===== config.mk =====
export PLATFORM = sky130hd
export DESIGN_NAME = csr_access_unit
export DESIGN_NICKNAME = d
export VERILOG_FILES = /design/src/rtl/csr_pkg.sv /design/src/rtl/csr_alu.sv /design/src/rtl/csr_access_unit.sv
export SDC_FILE = /design/constraint.sdc
export NUM_CORES = 1
export LEC_CHECK = 0
export ABC_AREA = 0
export BUFFER_PORTS_ARGS = -buffer_cell sky130_fd_sc_hd__buf_2
export CORE_MARGIN = 8
export CORE_UTILIZATION = 45
export CTS_CLUSTER_DIAMETER = 40
export CTS_CLUSTER_SIZE = 14
export DETAILED_ROUTE_END_ITERATION = 12
export HOLD_SLACK_MARGIN = 0.05
export PLACE_DENSITY = 0.71
export SLEW_MARGIN = 20
export SYNTH_ARGS = -nofsm -noshare
export SYNTH_HDL_FRONTEND = slang
export SYNTH_SLANG_ARGS = --single-unit
export TNS_END_PERCENT = 50

===== constraint.sdc =====
create_clock -name i_clk -period 4.1 [get_ports i_clk]
set_clock_uncertainty 0.1 [all_clocks]
set_input_delay 0.41 -clock i_clk [delete_from_list [all_inputs] [get_ports i_clk]]
set_output_delay 0.41 -clock i_clk [all_outputs]
set_load 0.1 [all_outputs]

===== src/rtl/csr_pkg.sv =====
// Shared definitions for the Zicsr access path: funct3 codes, well-known CSR
// addresses, FSM encoding and the read-only address-space test.
package csr_pkg;

    localparam logic [2:0] F3_RW  = 3'b001;
    localparam logic [2:0] F3_RS  = 3'b010;
    localparam logic [2:0] F3_RC  = 3'b011;
    localparam logic [2:0] F3_RWI = 3'b101;
    localparam logic [2:0] F3_RSI = 3'b110;
    localparam logic [2:0] F3_RCI = 3'b111;

    localparam logic [11:0] CSR_MSTATUS  = 12'h300;
    localparam logic [11:0] CSR_MIE      = 12'h304;
    localparam logic [11:0] CSR_MSCRATCH = 12'h340;
    localparam logic [11:0] CSR_TIME     = 12'hC01;
    localparam logic [11:0] CSR_MHARTID  = 12'hF14;

    typedef enum logic [1:0] {
        ST_IDLE = 2'd0,
        ST_SEL  = 2'd1,
        ST_RD   = 2'd2,
        ST_WR   = 2'd3
    } state_t;

    // Addresses with [11:10] == 2'b11 form the read-only CSR space
    function automatic logic is_ro(input logic [11:0] addr);
        return addr[11:10] == 2'b11;
    endfunction

endpackage


===== src/rtl/csr_alu.sv =====
// Read-modify-write datapath: merges the old CSR value with the source
// operand according to the Zicsr funct3 code.
module csr_alu
    import csr_pkg::*;
#(
    parameter int unsigned XLEN = 32
) (
    input  logic [2:0]      funct3,
    input  logic [XLEN-1:0] old,
    input  logic [XLEN-1:0] src,
    output logic [XLEN-1:0] result_c
);

    always_comb begin
        result_c = old;
        case (funct3)
            F3_RW,  F3_RWI: result_c = src;
            F3_RS,  F3_RSI: result_c = old | src;
            F3_RC,  F3_RCI: result_c = old & ~src;
            default:        result_c = old;
        endcase
    end

endmodule


===== src/rtl/csr_access_unit.sv =====
// Initiator side of the CSR file port: sequences select, registered read and
// write-back for one Zicsr instruction per request and returns the old value.
module csr_access_unit
    import csr_pkg::*;
#(
    parameter int unsigned XLEN     = 32,
    parameter int unsigned ADDR_W   = 12,
    parameter bit          CHECK_RO = 1'b1
) (
    input  logic              i_clk,
    input  logic              i_rst,
    input  logic              i_start,
    input  logic [2:0]        i_funct3,
    input  logic [ADDR_W-1:0] i_csr_addr,
    input  logic [4:0]        i_rs1_field,
    input  logic [XLEN-1:0]   i_rs1_val,
    output logic              o_busy,
    output logic              o_done,
    output logic [XLEN-1:0]   o_rd_data,
    output logic              o_illegal,
    output logic [ADDR_W-1:0] o_csr_select,
    output logic [XLEN-1:0]   o_csr_wdata,
    output logic              o_csr_load,
    input  logic [XLEN-1:0]   i_csr_rdata
);

    state_t            state;
    logic [2:0]        funct3_q;
    logic [4:0]        rs1_field_q;
    logic [XLEN-1:0]   rs1_val_q;

    logic [XLEN-1:0]   src_c;
    logic [XLEN-1:0]   new_val_c;
    logic              we_c;
    logic              illegal_c;

    // o_csr_select doubles as the latched address for the whole operation
    always_comb begin
        src_c     = funct3_q[2] ? XLEN'(rs1_field_q) : rs1_val_q;
        we_c      = (funct3_q[1:0] == 2'b01) || (rs1_field_q != 5'd0);
        illegal_c = (funct3_q[1:0] == 2'b00)
                 || (CHECK_RO && we_c && is_ro(12'(o_csr_select)));
    end

    csr_alu #(.XLEN(XLEN)) u_alu (
        .funct3   (funct3_q),
        .old      (i_csr_rdata),
        .src      (src_c),
        .result_c (new_val_c)
    );

    always_ff @(posedge i_clk or posedge i_rst) begin
        if (i_rst) begin
            state        <= ST_IDLE;
            funct3_q     <= 3'd0;
            rs1_field_q  <= 5'd0;
            rs1_val_q    <= '0;
            o_busy       <= 1'b0;
            o_done       <= 1'b0;
            o_rd_data    <= '0;
            o_illegal    <= 1'b0;
            o_csr_select <= '0;
            o_csr_wdata  <= '0;
            o_csr_load   <= 1'b0;
        end else begin
            case (state)
                ST_IDLE: begin
                    if (i_start) begin
                        funct3_q     <= i_funct3;
                        rs1_field_q  <= i_rs1_field;
                        rs1_val_q    <= i_rs1_val;
                        o_csr_select <= i_csr_addr;
                        o_busy       <= 1'b1;
                        state        <= ST_SEL;
                    end
                end
                // CSR file registers the selected value at this edge
                ST_SEL: state <= ST_RD;
                ST_RD: begin
                    o_csr_wdata <= new_val_c;
                    o_csr_load  <= we_c & ~illegal_c;
                    o_rd_data   <= illegal_c ? '0 : i_csr_rdata;
                    o_illegal   <= illegal_c;
                    o_done      <= 1'b1;
                    state       <= ST_WR;
                end
                ST_WR: begin
                    o_csr_load <= 1'b0;
                    o_done     <= 1'b0;
                    o_illegal  <= 1'b0;
                    o_busy     <= 1'b0;
                    state      <= ST_IDLE;
                end
                default: state <= ST_IDLE;
            endcase
        end
    end

endmodule

**Word-level counts from Yosys, hierarchy flattened**

Cells that the tools add are included.

- Output and inout bits: 80
- Flip-flop bits (word level): 122
- Bits of input ports: 87
- Word-level logic and storage cells: 51

- Multiplexer cells: 10
- Bitwise gates (word level): 5
- Eq/ne operators: 12
- Reduce and logical (&&, ||, !) cells: 13

Operators by type and width:

| kind | count |
|---|---|
| 32-bit one-hot mux with 3 select lines | 1 |
| 32-bit two-way mux | 2 |
| 32-bit bitwise AND | 1 |
| 32-bit inverter | 1 |
| 32-bit OR | 1 |
| 3-bit equality test (second input constant) | 3 |
| 1-bit one-hot mux with 2 select lines | 4 |
| 2-bit one-hot mux with 4 select lines | 1 |
| 2-bit equality test (second input constant) | 3 |
| 3-bit by 2-bit equality test with 1-bit output (second input constant) | 2 |
| 2-bit OR reduction | 3 |
| 5-bit nonzero test | 1 |
| 2-bit by 1-bit equality test with 1-bit output (second input constant) | 2 |
| 2-bit logical NOT | 2 |
| 2-bit AND reduction | 2 |
| 2-bit nonzero test | 2 |
| 3-bit by 1-bit equality test with 1-bit output (second input constant) | 1 |
| 1-bit logical OR | 2 |
| 2-bit two-way mux | 1 |
| 2-bit != test (second input constant) | 1 |
| 1-bit bitwise AND | 1 |
| 1-bit logical AND | 1 |
| 1-bit two-way mux | 1 |
| 1-bit inverter | 1 |

**Longest topological paths before layout**

Gate-level depths: netlist (run 1).

- Depth after elaboration: 7
- Mapped depth: 6
- Depth with buffers taken out: 5

**By module**

A second synthesis (run 1) with hierarchy kept.

- Cell total of the unflattened synthesis: 529
- Area, all modules: 6,093.3 um2

Modules (own cells, without submodules):

| module | cells an instance | sequential area each (um2) | area an instance (um2) | instances |
|---|---|---|---|---|
| csr_access_unit | 387 | 3,052.9 | 5,165.0 | 1 |
| csr_alu | 142 | 0.0 | 928.4 | 1 |

**Least setup slack after synthesis (run 1)**

Ideal clock, no wire load.

- Path type: register to register
- Start: reg o_csr_select[11]
- End: reg o_rd_data[28]
- Cell stages (with the launch flop): 5
- Arrival: 1,713 ps
- Buffers on the path: 1
- Setup time: 134 ps
- Required time: 3,866 ps
- Clock period less this slack: 1,947 ps
- Setup slack: 2,153 ps
- Path through: dfrtp_1 > nand2_1 > a31oi_4 > buf_4 > o32ai_2

- Longest elaborated chain between the ends: 4

RTL lines:

| item | line | RTL |
|---|---|---|
| from (decl) | csr_access_unit.sv:21 | `output logic [ADDR_W-1:0] o_csr_select,` |
| from (signal assigned) | csr_access_unit.sv:72 | `o_csr_select <= i_csr_addr;` |
| 2-bit equality test | csr_pkg.sv:27 | `return addr[11:10] == 2'b11;` |
| 1-bit logical AND | csr_access_unit.sv:42 | `\|\| (CHECK_RO && we_c && is_ro(12'(o_csr_select)));` |
| 1-bit logical OR | csr_access_unit.sv:42 |  |
| 32-bit two-way mux | csr_access_unit.sv:82 | `o_rd_data <= illegal_c ? '0 : i_csr_rdata;` |
| to (signal assigned) | csr_access_unit.sv:82 |  |
| to (decl) | csr_access_unit.sv:19 | `output logic [XLEN-1:0] o_rd_data,` |

Every way passes these cells.
A chain may end at the register's enable or synchronous reset.

**Final worst setup path (run 1)**

- Start: reg state[0]
- End: reg o_csr_wdata[18]

- Longest elaborated chain between the ends: 1

RTL lines:

| item | line | RTL |
|---|---|---|
| from (decl) | csr_access_unit.sv:27 | `state_t state;` |
| from (signal assigned) | csr_access_unit.sv:54 | `state <= ST_IDLE;` |
| from (signal assigned) | csr_access_unit.sv:74 | `state <= ST_SEL;` |
| from (signal assigned) | csr_access_unit.sv:78 | `ST_SEL: state <= ST_RD;` |
| 2-bit equality test | csr_access_unit.sv:66 | `case (state)` |
| to (signal assigned) | csr_access_unit.sv:80 | `o_csr_wdata <= new_val_c;` |
| to (decl) | csr_access_unit.sv:22 | `output logic [XLEN-1:0] o_csr_wdata,` |

Every way passes these cells.

==> results of run 1 <==
[registers in the layout, summed over array words and instances (netlist names)]
register and cells:
o_csr_wdata 32, o_rd_data 32, rs1_val_q 32, o_csr_select 12
rs1_field_q 5, funct3_q 3, state 2, o_busy 1
o_csr_load 1, o_done 1, o_illegal 1
[through the flow]
step / utilization [%] / hold WS [ns] / instances / setup WS [ns] / area [um^2]
6_report: 58.45 / 0.07662 / 796 / 1.238 / 7376
3_3_place_gp: 53.46 / 0.3768 / 764 / 1.352 / 6746
2_1_floorplan: - / 0.3754 / 455 / 0.3475 / 5817
4_1_cts: 58.45 / 0.1007 / 796 / 1.214 / 7376
5_1_grt: 58.45 / 0.1071 / 796 / 1.049 / 7376
3_5_place_dp: 53.46 / 0.3909 / 764 / 1.238 / 6746
[cell usage in the layout (no fill, tap or decap), types with 2 or more instances in the layout]
cell type   synthesis  final
o211ai_1           10     10
clkinvlp_4          0      4
clkbuf_8            0      2
nor2_1              6      6
nor4bb_1            7      7
bufinv_16           0      4
nand2b_1           10     10
a2111oi_0           9      9
a22oi_1             5      5
ha_1                3      2
o32ai_2            30     30
clkbuf_1            6      2
o311ai_1            7      7
clkbuf_16           0     17
nand3_1             9      9
a2111oi_2          10     10
a221o_1            19     19
a221oi_1            8      8
dfrtp_1           122    122
mux2_2             57     57
o2bb2ai_1           2      2
nor2b_1            11     10
o32ai_1             2      2
buf_2              18    166
o21ai_0             3      3
nand2_1             7      6
buf_4               4      4
inv_1              70     69
clkinv_2            0      2
[routing by layer]
metal | GRT usage (%) | vias up | wire, um
met4 | 9.699 | 0 | 401
li1 | - | 2001 | -
met5 | 0 | - | 0
met3 | 6.242 | 31 | 1353
met2 | 30.47 | 196 | 7541
met1 | 22.42 | 2157 | 6160
[cells by family (layout without fill, tap and decap cells)]
logic type | Yosys count | count (layout) | share of synthesized area, %
flops | 122 | 122 | 52.48
xor+xnor | 1 | 1 | 0.1506
fa+ha+maj | 3 | 3 | 0.6454
simple gates | 55 | 55 | 6.066
compound gates | 111 | 111 | 21.64
mux | 58 | 58 | 11.21
buf+inv | 105 | 274 | 7.808
[final cells by class]
type	instances	share of cell area, %
repair buffers	171	11.94
inverters	71	3.647
multi-input cells	228	31.57
clock inverters	11	2.290
clock buffers	21	6.243
flip-flops and latches	122	41.39
well taps	172	2.918
[synth_stat cells, drive strengths merged]
| library cell | instances | area (um^2) |
|---|---|---|
| o211ai | 10 | 75.07 |
| o311ai | 8 | 70.07 |
| a2111oi | 19 | 229.0 |
| a221oi | 8 | 70.07 |
| a221o | 19 | 190.2 |
| nor4bb | 7 | 70.07 |
| mux2 | 57 | 641.9 |
| and4bb | 1 | 12.51 |
| mux2i | 1 | 10.01 |
| inv | 71 | 266.5 |
| a22oi | 5 | 37.54 |
| and2 | 1 | 6.260 |
| clkbuf | 6 | 22.52 |
| o32ai | 32 | 505.5 |
| buf | 28 | 165.2 |
| nand2b | 10 | 62.56 |
| xnor2 | 1 | 8.760 |
| nor4 | 1 | 12.51 |
| a31oi | 1 | 21.27 |
| nand2 | 7 | 26.28 |
| o31ai | 1 | 7.510 |
| nor3 | 1 | 16.27 |
| o21ai | 5 | 25.02 |
| and2b | 1 | 10.01 |
| nor2 | 6 | 22.52 |
| dfrtp | 122 | 3053 |
| a32o | 1 | 10.01 |
| ha | 3 | 37.54 |
| nand3 | 9 | 45.04 |
| o2bb2ai | 2 | 17.52 |
| nor2b | 11 | 68.82 |
[final timing paths]
kind	from	to	depth (start not counted)
max	state[0]	o_csr_wdata[18]	5
min	i_rst	rs1_val_q[30]	2
max reg2reg	state[0]	o_csr_wdata[18]	5
min reg2reg	o_done	o_done	2
max in group asynchronous	i_rst	o_rd_data[3]	3
min in group i_clk	i_rs1_field[3]	rs1_field_q[3]	2
==> metrics, run 1 <==
WL final roughly 15 mm; net count after synthesis 545; initial cell density of the core 46.09%; worst-margin pin slew 1.068 ns; number of H-tree levels 4; setup bufs post-CTS 0; #FFs+latches synth 122; cell at the root of the clock tree clkbuf_16; area of the multi-input gates 2328 um^2; number of placement rows roughly 40; instance count of the mapped netlist 455; crit path buf inv count 2; worst-case register-to-register setup slack 1.24 ns; Startpoint Class flip-flop; number of buffers between clock root and the deepest sink 2; DR vias/cell around 5.5; antenna violations before repair 0; number of buffers created by CTS 17; count of synthesis-stage warnings from yosys 0; number of pins with negative max-slew slack in the final report 0; Synth Area per Inst about 13 um^2; upper clock frequency limit 349.5 MHz; CTS tree done; clock latency at the later pin of the worst-skew pair around 0.4 ns; arrival time worst endpoint 3.10 ns; Reg area 3053 um^2; wire length of the first global-routing pass 24.72 mm; drt pass-1 iters 5; Fin Setup TNS 0 ns; Largest stage delay, worst path 0.84 ns; CORE AREA 12620 um^2; fraction of the yosys area taken by sequential cells 52.48%; cell breakdown of the critical path inv_1 > ha_2 > inv_2 > nor3_4 > a221o_1; chip height around 130 um; count of cells resized by post-cts repair 0; Final Hold Viols 0; worst min-delay path category in -> async; Top Family by Delay on Critical Path simple AND/OR/NAND/NOR gates; GRT Resource Usage Total 18.98%; detailed placement HPWL 10.85 mm; CP Max Fanout 53; WP data required 4.34 ns; synthesized cell area around 5800 um^2; number of global-route vias before repair 4771; maximum capacitance violations 0; total congestion overflow after global routing 0; final estimated routing congestion in global placement 0.7770; routed via count between 4k and 5k; layout net count 701; Tmin final 2.862 ns; iteration-0 DRC count of the detailed router 253; layout cells sized above 1 49.52%; Critical Setup Path Class reg -> reg; die outline area 16820 um^2; endpoint type of the worst setup path flip-flop; final setup violation count 0; mean routed wirelength per cell 19.42 um; Tcrit/Tclk final between 60% and 70%; setup repair after global routing missed its margin no; Slowest cell on crit path nor3_4; number of sinks on the clock net 122; number of fillers in the final layout 1020; I/O pin cnt between 150 and 200; Ant. Diodes 0; pin count of the biggest net entering global routing 68; count of antenna-violating nets left after detailed routing 0; post-cts hold buffer count 0; count of buffers inserted at the top-level ports ~170; Area growth, synth to finish 26.80%; relative slew slack roughly 28%; clock-pin slew of the registers on the worst-case setup and hold paths ~0.06 ns; unique cell type count in the Yosys netlist 39; status completed; Chip Width 129.7 um; DRC viols 0
Power of run 1 is not shown: default switching activity piles up to over one toggle a cycle in this logic, so the estimate is an artifact.
==> run 2: changes to the inputs <==
ABC_AREA = 1   (was 0)
clock period = 2.8 ns   (was 4.1 ns; I/O delays follow)
==> run 2 against run 1 <==
Compared with the run above: routed wire length rose by 9.0%; global-route usage rose by 1.7 points; setup slack got worse by 0.42 ns; clock-buffer cell count fell by 1; die area rose by 0.41%; final area rose by 7.7%; synthesized area rose by 0.47%; non-clock buffer count rose by 62; hold slack improved by 0.031 ns; cell count rose by 43%; maximum frequency rose by 45%; core utilization rose by 4.2 points.
==> metrics, run 2 <==
GR peak layer met2; CP Max Fanout 34; fraction of synthesized cell area taken by the top area cell type 52.24%; detailed placement HPWL 11.36 mm; number of buffers created by CTS 17; total congestion overflow after global routing 0; worst min-delay path category in -> reg; WP data required 3.00 ns; met1 Resource Use GR between 20 and 30%; instance count of the mapped netlist 744; cell at the root of the clock tree clkbuf_16; clock latency at the later pin of the worst-skew pair 0.42 ns; final estimated routing congestion in global placement 0.8463; most common cell after layout, fill and taps aside nand2_1; WL final 16.84 mm; DRC viols 0; share of flip-flops with an asynchronous set or reset 100.0%; maximum capacitance violations 0; synthesized cell area ~5800 um^2; clock-pin slew of the registers on the worst-case setup and hold paths around 0.05 ns; count of buffers inserted at the top-level ports 166; Chip Width 130.0 um; Critical Setup Path Class reg -> reg; number of global-route vias before repair roughly 5.3k; iteration-0 DRC count of the detailed router ~370; endpoint type of the worst setup path flip-flop; fraction of the yosys area taken by sequential cells 52.24%; Final Hold Viols 0; biggest registers after layout o_csr_wdata: 32 flops, o_rd_data: 32 flops, rs1_val_q: 32 flops; worst r2r src funct3_q[0]; number of enable-type register cells in the synthesized netlist 0; count of synthesis-stage warnings from yosys 0; count of antenna-violating nets left after detailed routing 0; Tmin final 1.980 ns; setup repair after global routing missed its margin no; net count after synthesis 834; Startpoint Class flip-flop; worst flop-to-flop path endpoint o_illegal; library cell with the highest instance count after synthesis nand2_1; layout cells sized above 1 25.39%; CORE AREA 12670 um^2; upper clock frequency limit 505.2 MHz; number of placement rows 41; initial cell density of the core 46.12%; Synth Area per Inst 7.855 um^2; met2 track demand over resource 31.36%; worst-margin pin slew 0.9583 ns; unique cell type count in the Yosys netlist 22; cells taking the most area after synthesis dfrtp_1 (52%), nand2_1 (18%), inv_1 (4.2%); cell count after placement around 1.0k; number of buffers between clock root and the deepest sink 2; GRT Resource Usage Total 20.72%; final setup violation count 0; hold wc startpoint i_csr_rdata[4]; Fin Setup TNS 0 ns; Tcrit/Tclk final a little over 70%; worst-case register-to-register setup slack 0.82 ns; worst-case setup slack after placement 0.8345 ns; number of sinks on the clock net 122; instance count along the most critical hold path 5; arrival time worst endpoint 2.18 ns; CTS tree done; number of pins with negative max-slew slack in the final report 0; final std cells w/o fill 1137; cell types with the highest counts after synthesis nand2_1 (286), dfrtp_1 (122), inv_1 (66); Area growth, synth to finish 35.86%; pin count of the biggest net entering global routing 80; number of H-tree levels 4; dominant synthesized flop cell dfrtp_1; routed via count 5417; die outline area 16890 um^2; commonest cells after routing, fill and taps aside nand2_1 (286), buf_2 (166), dfrtp_1 (122); r2r worst-path depth 6; antenna violations before repair 0; mean routed wirelength per cell approximately 15 um; cell type contributing the most total cell area after synthesis dfrtp_1; DR vias/cell 4.764; status completed; I/O pin cnt 167; startpoint of the worst setup timing path funct3_q[0]; Global Route met3 Usage 5.222%; #FFs+latches synth 122; drt pass-1 iters 6; setup slack of the critical path after layout 0.8205 ns; layout net count 1042; relative slew slack 36.11%; end-of-flow core utilization 62.66%; WHS Endpoint o_csr_wdata[4]; Ant. Diodes 0; chip height 130.0 um; wire length of the first global-routing pass 27.20 mm
## run 2: timing repair
item | CTS | global route
endpoints found under the hold margin | 178 | 0
hold buffers | 57 | 0
gates resized for setup | 0 | 0
setup buffers | 0 | 0
## run 2: metrics by stage
| step | instance area (um^2) | hold WS, ns |
|---|---|---|
| final | 7940 | 0.1072 |
| after global routing | 7940 | 0.1019 |
| after CTS | 7940 | 0.07722 |
| after detailed placement | 6765 | 0.3396 |
| after global placement | 6765 | 0.3413 |
| after floorplan | 5848 | 0.2896 |
## run 2: layer usage
metal | vias to the layer above | wire [um]
met5 | - | 0
met3 | 21 | 1468
met1 | 2476 | 7538
li1 | 2718 | -
met2 | 202 | 7607
met4 | 0 | 227
## run 2: critical path, stage by stage, from the launching register on
cell and delay (ns):
dfrtp_1 0.42, nand2_4 0.33, nand2_2 0.11, o21ai_4 0.65, nand2_1 0.11, nand2_1 0.09
nand2_1 0.05
## run 2: cells by family after synthesis
kind of cell / Yosys count / synth area share [%]
AND/OR/NAND/NOR: 430 / 31.98
flip-flops: 122 / 52.24
AO/OA/AOI/OAI: 74 / 6.615
adder cells (fa/ha/maj): 3 / 0.6423
buffers and inverters: 115 / 8.521
## run 2: area by class of cell
class | instances | area (um^2)
clock buffer | 20 | 456.7
clock inverter | 12 | 147.6
fill | 1118 | 4731
inverter | 71 | 270.3
multi-input combinational | 507 | 2296
sequential | 122 | 3053
tap | 172 | 215.2
timing repair buffer | 233 | 1501
## run 2: worst max path at each step
| stage | slack, ns | depth (start not counted) | endpoint |
|---|---|---|---|
| final | 0.82 | 6 | o_illegal |
| after global routing | 0.63 | 6 | o_illegal |
| after CTS | 0.81 | 6 | o_illegal |
| after detailed placement | 0.83 | 6 | o_illegal |
| after global placement | 0.85 | 6 | o_illegal |
| after floorplan | 0.92 | 1 | funct3_q[0] |
Power of run 2 is left out for the same reason.
==> run 3: changes to the inputs <==
clock period = 2 ns   (was 2.8 ns; I/O delays follow)
==> run 3 against run 2 <==
Compared with the run above: clock-buffer cell count is 2 higher; register-to-register slack worse by 0.50 ns; first-iteration DRC count is 30% higher; critical path type unchanged; global-route usage is 0.12 points higher; cell count is 2.6% higher; final area is 3.8% higher; critical path depth is 1 higher.
==> metrics, run 3 (synthesis gave the netlist of run 2 again) <==
count of antenna-violating nets left after detailed routing 0; clock latency at the later pin of the worst-skew pair 0.41 ns; drt pass-1 iters 5; number of global-route vias before repair ~5.2k; chip height 130.0 um; I/O pin cnt 167; Tmin final ~1.7 ns; DRC viols 0; status completed; Slowest cell on crit path dfrtp_1; Area growth, synth to finish 41.02%; clock-pin slew of the registers on the worst-case setup and hold paths 0.05 ns; pin count of the biggest net entering global routing between 100 and 150; endpoint type of the worst setup path flip-flop; Tcrit/Tclk final 83.92%; Critical Setup Path Class reg -> reg; cell with the most instances on the worst path nand2_1; cell at the root of the clock tree clkbuf_16; WP data required between 2 and 2.5 ns; number of buffers created by CTS 17; CTS tree done; upper clock frequency limit 595.8 MHz; cell breakdown of the critical path nand2_4 > nand2_2 > buf_12 > a21oi_1 > nand2_1 > nand2_1 > inv_1; WL final 17.09 mm; iteration-0 DRC count of the detailed router roughly 480; final setup violation count 0; commonest cells after routing, fill and taps aside nand2_1 (286), buf_2 (166), dfrtp_1 (122); setup bufs post-CTS 0; Fin Setup TNS 0 ns; worst-margin pin slew between 0.6 and 0.7 ns; count of buffers inserted at the top-level ports between 150 and 200; Startpoint Class flip-flop; routed via count approximately 5.5k; layout net count 1073; arrival time worst endpoint between 1.5 and 2 ns; most common cell after layout, fill and taps aside nand2_1; total congestion overflow after global routing 0; DR vias/cell between 4 and 5; biggest registers after layout o_csr_wdata: 32 flops, o_rd_data: 32 flops, rs1_val_q: 32 flops; die outline area between 15000 and 20000 um^2; number of H-tree levels 4; Final Hold Viols 0; Largest stage delay, worst path 0.43 ns; wire length of the first global-routing pass 27.23 mm; initial cell density of the core 46.12%; number of buffers between clock root and the deepest sink 2; GRT Resource Usage Total 20.83%; number of sinks on the clock net 122; maximum capacitance violations 0; number of placement rows 41; CP Max Fanout 18; number of pins with negative max-slew slack in the final report 0; final estimated routing congestion in global placement about 0.83; CORE AREA 12670 um^2; layout cells sized above 1 24.55%; detailed placement HPWL 11.09 mm; worst min-delay path category reg -> reg; setup repair after global routing missed its margin no; relative slew slack 55.42%; antenna violations before repair 0; Chip Width 130.0 um; mean routed wirelength per cell ~15 um
## run 3: cell type report
class / count / area [um^2]
fillers: 1064 / 4429
flip-flops and latches: 122 / 3053
repair buffers: 264 / 1857
diodes: 1 / 2.502
clock buffers: 22 / 474.2
clock inverters: 8 / 71.32
inverters: 71 / 272.8
well taps: 172 / 215.2
multi-input cells: 507 / 2296
## run 3: worst max-delay path, delay by kind of cell (launching register included)
kind / cells / cell delay (ns)
AOI/OAI and AO/OA: 1 / 0.13
and+or+nand+nor: 4 / 0.61
DFF: 1 / 0.43
buffers and inverters: 2 / 0.29
## run 3: metrics by stage
step | worst slack, ns | cells | util (%) | hold slack, ns | area, um^2
2_1_floorplan | 0.2027 | 744 | - | 0.2096 | 5848
3_3_place_gp | 0.1577 | 1050 | 53.91 | 0.2932 | 6830
3_5_place_dp | 0.1218 | 1050 | 53.91 | 0.2960 | 6830
4_1_cts | 0.1054 | 1166 | 65.00 | 0.3746 | 8237
5_1_grt | 0.1623 | 1166 | 65.02 | 0.3817 | 8239
6_report | 0.3217 | 1167 | 65.04 | 0.3694 | 8242
## run 3: metal layers
layer  up-vias  wire [um]  track usage (%)
li1       2771          -                -
met1      2523       7954            28.86
met2       213       7450            30.29
met3        34       1286            6.202
met4         0        395            7.377
met5         -          0                0
## run 3: worst paths after layout
kind                            cells past startpoint       startpoint                to  slack [ns]
min in group asynchronous                           4            i_rst      o_rd_data[3]        0.39
worst max register to register                      7      funct3_q[0]   o_csr_wdata[21]        0.32
worst min-delay path                                2  o_csr_select[5]   o_csr_select[5]        0.37
worst min register to register                      2  o_csr_select[5]   o_csr_select[5]        0.37
max in group asynchronous                           4            i_rst  o_csr_select[10]        0.88
worst max-delay path                                7      funct3_q[0]   o_csr_wdata[21]        0.32
## run 3: timing repair
action / in CTS / in global routing
hold buffers: 86 / 0
endpoints found under the setup margin: 0 / 3
hold endpoints to repair: 233 / 0
gates resized for setup: 0 / 2
Power of run 3 is left out for the same reason.
